### src/rtl/vga_source_arbiter.sv
`default_nettype none
// ============================================================================
// Module   : vga_source_arbiter
// Purpose  : Frame-synchronous round-robin arbiter selecting one of four video
//            sources, with a minimum hold time and a registered video mux.
// Revision : 1.0 - initial release
// ============================================================================
module vga_source_arbiter #(
    parameter int COLOR_BITS  = 3,
    parameter int ACTIVE_COLS = 640,
    parameter int ACTIVE_ROWS = 480,
    parameter int MIN_FRAMES  = 2
) (
    input  logic                    i_Clk,
    input  logic                    i_Rst,
    input  logic [9:0]              i_Col_Count,
    input  logic [9:0]              i_Row_Count,
    input  logic [3:0]              i_Req,
    input  logic [4*COLOR_BITS-1:0] i_Red_Video,
    input  logic [4*COLOR_BITS-1:0] i_Grn_Video,
    input  logic [4*COLOR_BITS-1:0] i_Blu_Video,
    output logic [3:0]              o_Grant,
    output logic                    o_Frame_Tick,
    output logic                    o_Switch,
    output logic [COLOR_BITS-1:0]   o_Red_Video,
    output logic [COLOR_BITS-1:0]   o_Grn_Video,
    output logic [COLOR_BITS-1:0]   o_Blu_Video
);

    typedef enum logic [0:0] {
        ST_IDLE  = 1'b0,
        ST_OWNED = 1'b1
    } state_t;

    localparam logic [3:0] C_MIN_FRAMES = 4'(MIN_FRAMES);

    state_t                  state_q, state_d;
    logic [3:0]              grant_q, grant_d;
    logic [3:0]              cnt_q, cnt_d;
    logic [1:0]              rr_q, rr_d;
    logic                    tick_q;
    logic                    switch_q;
    logic [COLOR_BITS-1:0]   red_q, grn_q, blu_q;

    logic                    w_boundary;
    logic                    w_active;
    logic [3:0]              w_cnt_inc;
    logic [3:0]              w_others;
    logic                    w_owner_req;
    logic                    w_take;
    logic [3:0]              w_pick;
    logic [COLOR_BITS-1:0]   w_red, w_grn, w_blu;

    // First requester at or after ptr, searching upward modulo 4; one-hot result.
    function automatic logic [3:0] rr_pick(input logic [3:0] req, input logic [1:0] ptr);
        logic [3:0] pick;
        logic [1:0] idx;
        pick = '0;
        for (int i = 3; i >= 0; i--) begin
            idx = ptr + 2'(i);
            if (req[idx]) pick = 4'b0001 << idx;
        end
        return pick;
    endfunction

    function automatic logic [1:0] onehot_idx(input logic [3:0] oh);
        logic [1:0] idx;
        idx = '0;
        for (int i = 0; i < 4; i++) begin
            if (oh[i]) idx = 2'(i);
        end
        return idx;
    endfunction

    assign w_boundary  = (i_Row_Count == 10'(ACTIVE_ROWS)) && (i_Col_Count == 10'd0);
    assign w_active    = (i_Col_Count < 10'(ACTIVE_COLS)) && (i_Row_Count < 10'(ACTIVE_ROWS));
    assign w_cnt_inc   = (cnt_q >= C_MIN_FRAMES) ? cnt_q : cnt_q + 4'd1;
    assign w_others    = i_Req & ~grant_q;
    assign w_owner_req = |(i_Req & grant_q);

    always_comb begin
        state_d = state_q;
        grant_d = grant_q;
        cnt_d   = cnt_q;
        rr_d    = rr_q;
        w_take  = 1'b0;
        w_pick  = '0;
        if (w_boundary) begin
            case (state_q)
                ST_IDLE: begin
                    w_take = 1'b1;
                    w_pick = rr_pick(i_Req, rr_q);
                end
                ST_OWNED: begin
                    cnt_d = w_cnt_inc;
                    // The owner's own bit is already clear in i_Req when it has released.
                    if (!w_owner_req) begin
                        w_take = 1'b1;
                        w_pick = rr_pick(i_Req, rr_q);
                    end else if ((w_cnt_inc >= C_MIN_FRAMES) && (|w_others)) begin
                        w_take = 1'b1;
                        w_pick = rr_pick(w_others, rr_q);
                    end
                end
                default: ;
            endcase
        end
        if (w_take) begin
            grant_d = w_pick;
            cnt_d   = 4'd0;
            if (|w_pick) rr_d = onehot_idx(w_pick) + 2'd1;
        end
        state_d = (|grant_d) ? ST_OWNED : ST_IDLE;
    end

    always_comb begin
        w_red = '0;
        w_grn = '0;
        w_blu = '0;
        for (int k = 0; k < 4; k++) begin
            if (grant_q[k]) begin
                w_red = i_Red_Video[k*COLOR_BITS +: COLOR_BITS];
                w_grn = i_Grn_Video[k*COLOR_BITS +: COLOR_BITS];
                w_blu = i_Blu_Video[k*COLOR_BITS +: COLOR_BITS];
            end
        end
    end

    always_ff @(posedge i_Clk or posedge i_Rst) begin
        if (i_Rst) begin
            state_q  <= ST_IDLE;
            grant_q  <= '0;
            cnt_q    <= '0;
            rr_q     <= '0;
            tick_q   <= 1'b0;
            switch_q <= 1'b0;
            red_q    <= '0;
            grn_q    <= '0;
            blu_q    <= '0;
        end else begin
            state_q  <= state_d;
            grant_q  <= grant_d;
            cnt_q    <= cnt_d;
            rr_q     <= rr_d;
            tick_q   <= w_boundary;
            switch_q <= (grant_d != grant_q);
            // Video follows the registered grant, so a new owner appears one cycle after the switch.
            if ((|grant_q) && w_active) begin
                red_q <= w_red;
                grn_q <= w_grn;
                blu_q <= w_blu;
            end else begin
                red_q <= '0;
                grn_q <= '0;
                blu_q <= '0;
            end
        end
    end

    assign o_Grant      = grant_q;
    assign o_Frame_Tick = tick_q;
    assign o_Switch     = switch_q;
    assign o_Red_Video  = red_q;
    assign o_Grn_Video  = grn_q;
    assign o_Blu_Video  = blu_q;

endmodule
`default_nettype wire

### config.mk
export PLATFORM = sky130hd
export DESIGN_NAME = vga_source_arbiter
export DESIGN_NICKNAME = d
export VERILOG_FILES = /design/src/rtl/vga_source_arbiter.sv
export SDC_FILE = /design/constraint.sdc
export NUM_CORES = 1
export LEC_CHECK = 0
export CAP_MARGIN = 20
export CORE_MARGIN = 2
export CORE_UTILIZATION = 48
export DETAILED_ROUTE_END_ITERATION = 16
export GPL_ROUTABILITY_DRIVEN = 0
export MAX_ROUTING_LAYER = met4
export PLACE_DENSITY = 0.93
export RECOVER_POWER = 50
export SLEW_MARGIN = 10
export SYNTH_ARGS = -nofsm -noshare
export SYNTH_HDL_FRONTEND = slang
export SYNTH_SLANG_ARGS = --single-unit
### constraint.sdc
create_clock -name i_Clk -period 5 [get_ports i_Clk]
set_clock_uncertainty 0.05 [all_clocks]
set_input_delay 1.5 -clock i_Clk [delete_from_list [all_inputs] [get_ports i_Clk]]
set_output_delay 1.5 -clock i_Clk [all_outputs]
set_load 0.01 [all_outputs]
==> results of run 1 <==
## state kept, by name, indices dropped and copies added, names as in the netlist
signal,count
cnt_q,4
o_Grant,4
o_Blu_Video,3
o_Grn_Video,3
o_Red_Video,3
rr_q,2
o_Frame_Tick,1
o_Switch,1
state_q,1
## metrics by stage
stage	hold slack [ns]	util [%]
after detailed placement	0.475	70.0
after global routing	0.527	71.0
after CTS	0.493	71.0
final	0.492	71.0
after floorplan	0.437	-
after global placement	0.453	70.0
## critical path: stages
cell and delay [ns]:
clkdlybuf4s50_1 0.60, a22o_1 0.19, o21ai_1 0.19, nand3b_1 0.38, or3_1 0.47, o21ai_1 0.35
xnor2_1 0.18, a41oi_2 0.15
## final timing paths
kind	slack, ns	from	end
setup / recovery	1.07	i_Req[2]	o_Switch$_DFF_PP0_
hold / removal	0.49	cnt_q[2]$_DFFE_PP0P_	cnt_q[2]$_DFFE_PP0P_
setup reg to reg	1.48	rr_q[0]$_DFFE_PP0P_	o_Switch$_DFF_PP0_
hold reg to reg	0.49	cnt_q[2]$_DFFE_PP0P_	cnt_q[2]$_DFFE_PP0P_
max in group asynchronous	2.57	i_Rst	o_Blu_Video[1]$_DFF_PP0_
min in group asynchronous	1.81	i_Rst	o_Frame_Tick$_DFF_PP0_
## placed cells by master, fill, tap and decap left out, types with 3 or more instances in the layout
master and instances:
a21oi_1 26, a221oi_1 4, a22oi_1 10, clkbuf_8 3, clkdlybuf4s50_1 72, dfrtp_1 22, dlygate4sd3_1 4, ha_1 10
inv_1 5, mux2_2 7, mux4_1 3, mux4_2 5, nand2_1 8, nand2b_1 7, nor2_1 40, nor2b_1 8
nor3_1 7, nor4_1 4, o21ai_0 4, o21ai_1 3, o221ai_1 4, xnor2_1 5
## cell usage after synthesis (2+ instances only)
master,instances,area share [%]
a21o_1,2,0.74
a21oi_1,26,6.4
a221oi_1,4,1.7
a22o_1,2,0.86
a22oi_1,10,3.7
a31oi_1,2,0.61
buf_2,2,0.49
buf_4,3,1.1
clkbuf_1,6,1.1
dfrtp_1,22,27
ha_1,10,6.1
inv_1,5,0.92
mux2_2,7,3.9
mux2i_1,2,0.98
mux4_1,3,3.9
mux4_2,5,5.5
nand2_1,8,1.5
nand2b_1,7,2.1
nand4_1,2,0.61
nor2_1,40,7.4
nor2b_1,8,2.5
nor3_1,7,1.7
nor4_1,5,1.5
nor4bb_1,2,0.98
o21ai_0,4,0.98
o21ai_1,3,0.74
o221ai_1,4,1.7
o41ai_2,2,1.6
xnor2_1,5,2.1
## cell families (layout without fill, tap and decap cells)
family	Yosys count	count (layout)
adder cells (fa/ha/maj)	10	10
AO/OA/AOI/OAI	67	67
AND/OR/NAND/NOR	89	89
multiplexers	18	18
buffers and inverters	17	86
flip-flops	22	22
XOR/XNOR	5	5
## where the power goes
part | total [mW] | internal (mW) | switching, mW
Clock | 0.110 | 0.0538 | 0.0562
Combinational | 0.0937 | 0.0597 | 0.0341
Sequential | 0.178 | 0.178 | 0.0000165
Total | 0.381 | 0.291 | 0.0903
## layer usage
metal | track usage [%] | vias up | part of all wire, % | routed length [um]
met4 | 8.28 | 0 | 2.8 | 170
met1 | 32.5 | 1017 | 39 | 2370
met2 | 43.2 | 110 | 51 | 3080
li1 | - | 1000 | - | -
met3 | 3.36 | 16 | 6.4 | 384
met5 | - | - | 0 | 0
## layout make-up
class | instances | area share, %
Inverter | 6 | 0.787
Clock buffer | 3 | 1.44
Sequential cell | 22 | 19.2
Timing Repair Buffer | 77 | 26.9
Multi-Input combinational cell | 189 | 49.5
Tap cell | 50 | 2.19
==> results by group, run 1 <==
Timing
  • Worst rel slew slack: 43.1%
  • Tcrit/Tclk final: 78.7%
  • Minimum clock period: 3.93 ns
  • Setup WS post-layout: 1.07 ns
  • Final Max Tran Viols: 0
  • Least-Margin Pin Slew: 0.852 ns
  • Fin. Hold Viols: 0
  • Final setup violation count: 0
  • Post-route setup TNS: 0 ns
  • RSZ-0062 raised after global routing: no
  • Fmax: 254 MHz

Yosys
  • Cells after synthesis: 228
  • Syn avg cell area: 8.93 um^2
  • Synthesized flop and latch total: 22
  • Share of the yosys chip area belonging to registers: 27.0%
  • Post-Synth XOR/XNOR Area: 2.15%
  • Async SR Flop Fraction: 100%
  • Simple-gate portion of the synthesized area: 22.1%
  • Synth Area in Adders: 6.14%
  • Post-synthesis cell type count: 49
  • Yosys warns: 0
  • Number of synthesized flops with an enable pin: 0
  • Compound-Gate Fraction of Synth Area: 23.8%
  • Post-synthesis mux area share: 15.0%
  • Post-Syn Area: 2040 um^2
  • Combinational family with the most area after synthesis: compound AO/OA/AOI/OAI gates
  • Synthesized Nets: 300
  • Main synth FF type: dfrtp_1

Detailed routing
  • Initial DRC Count: 80
  • WL/cell: 17.3 um
  • TritonRoute pass-1 iters: 5
  • Via/cell ratio: 6.18
  • Via count: 2143
  • Antenna Nets Post-Route: 0
  • Wire length after detailed routing: 6.01 mm
  • DR DRC count: 0

Critical path
  • Critical path capture point type: register
  • Crit Path Max Fanout: 9
  • Worst EP arrival: 4.01 ns
  • Kind of critical path: primary input to register
  • CP Launch Type: primary input
  • R2R depth: 9
  • Worst Path Required: 5.07 ns

Run status
  • Status: complete, no violations

Floorplanning
  • Row count: 23
  • Io pins: 77
  • Die Y: 69.1 um
  • Die Wd: 69.1 um
  • Die area: 4780 um^2
  • Core area: 4030 um^2
  • Starting Density: 50.6%

Clock network
  • # hold bufs at CTS: 0
  • TritonCTS clock tree: done
  • Bufs on Longest Clock Path: 2
  • Setup Buffers After CTS: 0
  • CTS Buf Count: 3
  • Clock transition at path regs: 0.08 ns
  • Worst-skew pair later-pin latency: 0.26 ns
  • Root buffer cell: clkbuf_8
  • H-tree Lvls: 1
  • Cells resized by post-CTS repair: 0
  • Clk sinks: 22

Power and ir drop
  • PD cells: 133 nW/um^2
  • Leakage: 1.16 nW
  • Pwr Total: 0.381 mW
  • Worst IR Drop VDD: 0.0856 mV

Hold path
  • Min-Delay Path Depth: 2
  • Worst hold path type: register to register

Place
  • Hpwl dp: 4.54 mm
  • Placed Area: 2820 um^2
  • Cell Count Post-Placement: 344
  • Setup WS pre-CTS: 0.845 ns
  • Port Buf Inserts: 76

Layout
  • Post-route cell area: 2860 um^2
  • Ant. Diodes: 0
  • Share of cells above drive strength 1: 8.42%
  • FILL cells: 303
  • Final nets: 371
  • Finished Layout Cells: 347
  • Synth-to-Final Area Change: 40.4%
  • Multi-input gate area: 1420 um^2
  • Reg area: 551 um^2

GRT
  • Largest net degree at the start of global routing: 27
  • First-pass GRT wire length: 9.76 mm
  • Vias in the first global route: 2034
  • Total GRT Usage: 25.8%
  • Grt total ovfl: 0
  • Antenna violations before repair: 0

Flow run
  • Max cap viols: 0
Power figures use the tool's default switching activity.
==> run 2: changes to the inputs <==
- CORE_UTILIZATION: 48 -> 40
- PLACE_DENSITY: 0.93 -> 0.84
- clock period: 5 -> 3.4 ns (I/O delays scaled with it)
==> results by group, run 2 (synthesized netlist as in run 1, its figures left out) <==
Run status
  • Status: complete, no violations

GRT
  • Largest net degree at the start of global routing: 23
  • Vias in the first global route: 2097
  • Antenna violations before repair: 0
  • Total GRT Usage: 23.7%
  • Grt total ovfl: 0
  • First-pass GRT wire length: 9.90 mm

Clock network
  • Worst-skew pair later-pin latency: 0.26 ns
  • # hold bufs at CTS: 0
  • CTS Buf Count: 3
  • Root buffer cell: clkbuf_8
  • Clk sinks: 22
  • Bufs on Longest Clock Path: 2
  • Clock transition at path regs: 0.08 ns
  • TritonCTS clock tree: done
  • H-tree Lvls: 1

Floorplanning
  • Die area: 5680 um^2
  • Core area: 4820 um^2
  • Row count: 25
  • Starting Density: 42.3%
  • Die Wd: 75.4 um
  • Io pins: 77
  • Die Y: 75.4 um

Layout
  • Synth-to-Final Area Change: 52.1%
  • Commonest non-fill, non-tap cell in the layout: clkdlybuf4s50_1
  • Finished Layout Cells: 388
  • Ant. Diodes: 0
  • Commonest non-fill, non-tap cells in the layout: clkdlybuf4s50_1 (73), nor2_1 (40), a21oi_1 (25), buf_4 (24), dfrtp_1 (22)
  • Final nets: 394
  • Reg area: 551 um^2
  • Multi-input gate area: 1440 um^2
  • Share of cells above drive strength 1: 16.8%
  • FILL cells: 383
  • Final core utilization: 64.3%

Timing
  • Final Max Tran Viols: 0
  • Fmax: 298 MHz
  • Worst rel slew slack: 42.8%
  • Least-Margin Pin Slew: 0.857 ns
  • Fin. Hold Viols: 0
  • Minimum clock period: 3.36 ns
  • Tcrit/Tclk final: 98.8%
  • Final setup violation count: 0
  • Setup WS post-layout: 0.0405 ns

Place
  • Port Buf Inserts: 76
  • Cell Count Post-Placement: 382
  • Hpwl dp: 4.91 mm
  • Setup WS pre-CTS: -0.201 ns

Detailed routing
  • Via count: 2191
  • Via/cell ratio: 5.65
  • TritonRoute pass-1 iters: 5
  • Antenna Nets Post-Route: 0
  • DR DRC count: 0
  • WL/cell: 16.1 um
  • Initial DRC Count: 138
  • Wire length after detailed routing: 6.26 mm

Critical path
  • CP max stage cell: clkdlybuf4s50_1
  • Worst Path Required: 3.49 ns
  • Worst path max stage delay: 0.59 ns
  • Most frequent CP cell: buf_4
  • Cells along the critical path: clkdlybuf4s50_1 -> buf_4 -> nand2b_1 -> mux4_2 -> nand2_1 -> a221oi_2 -> o41ai_2 -> buf_4 -> xnor2_1 -> a41oi_2
  • Critical path capture point type: register
  • Crit Path Max Fanout: 7
  • Worst EP arrival: 3.45 ns
  • CP Launch Type: primary input
  • R2R depth: 10
  • Kind of critical path: primary input to register

Power and ir drop
  • Worst IR Drop VDD: 0.219 mV
  • Switch Pwr: 0.138 mW
  • Int Pwr: 0.463 mW
  • PD cells: 194 nW/um^2
  • Switching share of power: 22.9%
  • Logic pwr share: 25.4%
  • Pwr Total: 0.601 mW
  • Leakage: 1.29 nW
  • Reg power frac: 43.5%
  • Clock power share: 31.1%

Hold path
  • Min-Delay Path Depth: 1
  • Worst hold path type: register to register

Flow run
  • Max cap viols: 0
run 2: metrics by stage:
| step | TNS (ns) | hold slack, ns | cell area (um^2) |
|---|---|---|---|
| final | 0 | 0.492 | 3100 |
| after global routing | -0.0513 | 0.532 | 3100 |
| after CTS | 0 | 0.491 | 3050 |
| after detailed placement | -1.03 | 0.472 | 3000 |
| after global placement | -0.454 | 0.452 | 3000 |
| after floorplan | 0 | 0.437 | 2040 |
run 2: area by class of cell:
type	count	share of cell area [%]
Sequential cell	22	17.8
Multi-Input combinational cell	189	46.6
Inverter	6	0.727
Clock buffer	4	1.78
Tap cell	67	2.71
Timing Repair Buffer	100	30.5
run 2: per-layer routing:
layer	GRT usage, %	routed length, um
met4	6.04	95
met3	4.50	325
met5	-	0
met2	38.4	3260
met1	30.7	2580
run 2: final timing paths:
| kind | slack (ns) | end | from |
|---|---|---|---|
| min | 0.49 | cnt_q[3]$_DFFE_PP0P_ | cnt_q[3]$_DFFE_PP0P_ |
| max reg2reg | 0.42 | o_Switch$_DFF_PP0_ | rr_q[0]$_DFFE_PP0P_ |
| max in group asynchronous | 1.45 | state_q$_DFF_PP0_ | i_Rst |
| min reg2reg | 0.49 | cnt_q[3]$_DFFE_PP0P_ | cnt_q[3]$_DFFE_PP0P_ |
| min in group asynchronous | 1.33 | o_Switch$_DFF_PP0_ | i_Rst |
| max | 0.04 | o_Switch$_DFF_PP0_ | i_Req[1] |
run 2: critical path, delay by kind of cell:
family | cells | cell delay (ns)
XOR/XNOR | 1 | 0.12
AO/OA/AOI/OAI | 3 | 0.58
multiplexers | 1 | 0.53
buffers and inverters | 3 | 0.94
AND/OR/NAND/NOR | 2 | 0.26
run 2: what timing repair did:
| item | 4_1_cts | 5_1_grt |
|---|---|---|
| resized for setup | 0 | 6 |
| hold endpoints to repair | 0 | 0 |
| setup endpoints to repair | 0 | 4 |
| buffers inserted | 0 | 2 |
run 2: power groups by stage:
stage | clock network, mW | registers [mW] | logic, mW
final | 0.187 | 0.261 | 0.153
after global routing | 0.200 | 0.261 | 0.164
after CTS | 0.188 | 0.261 | 0.147
after detailed placement | 0 | 0.267 | 0.146
after global placement | 0 | 0.267 | 0.142
after floorplan | 0 | 0.267 | 0.0510
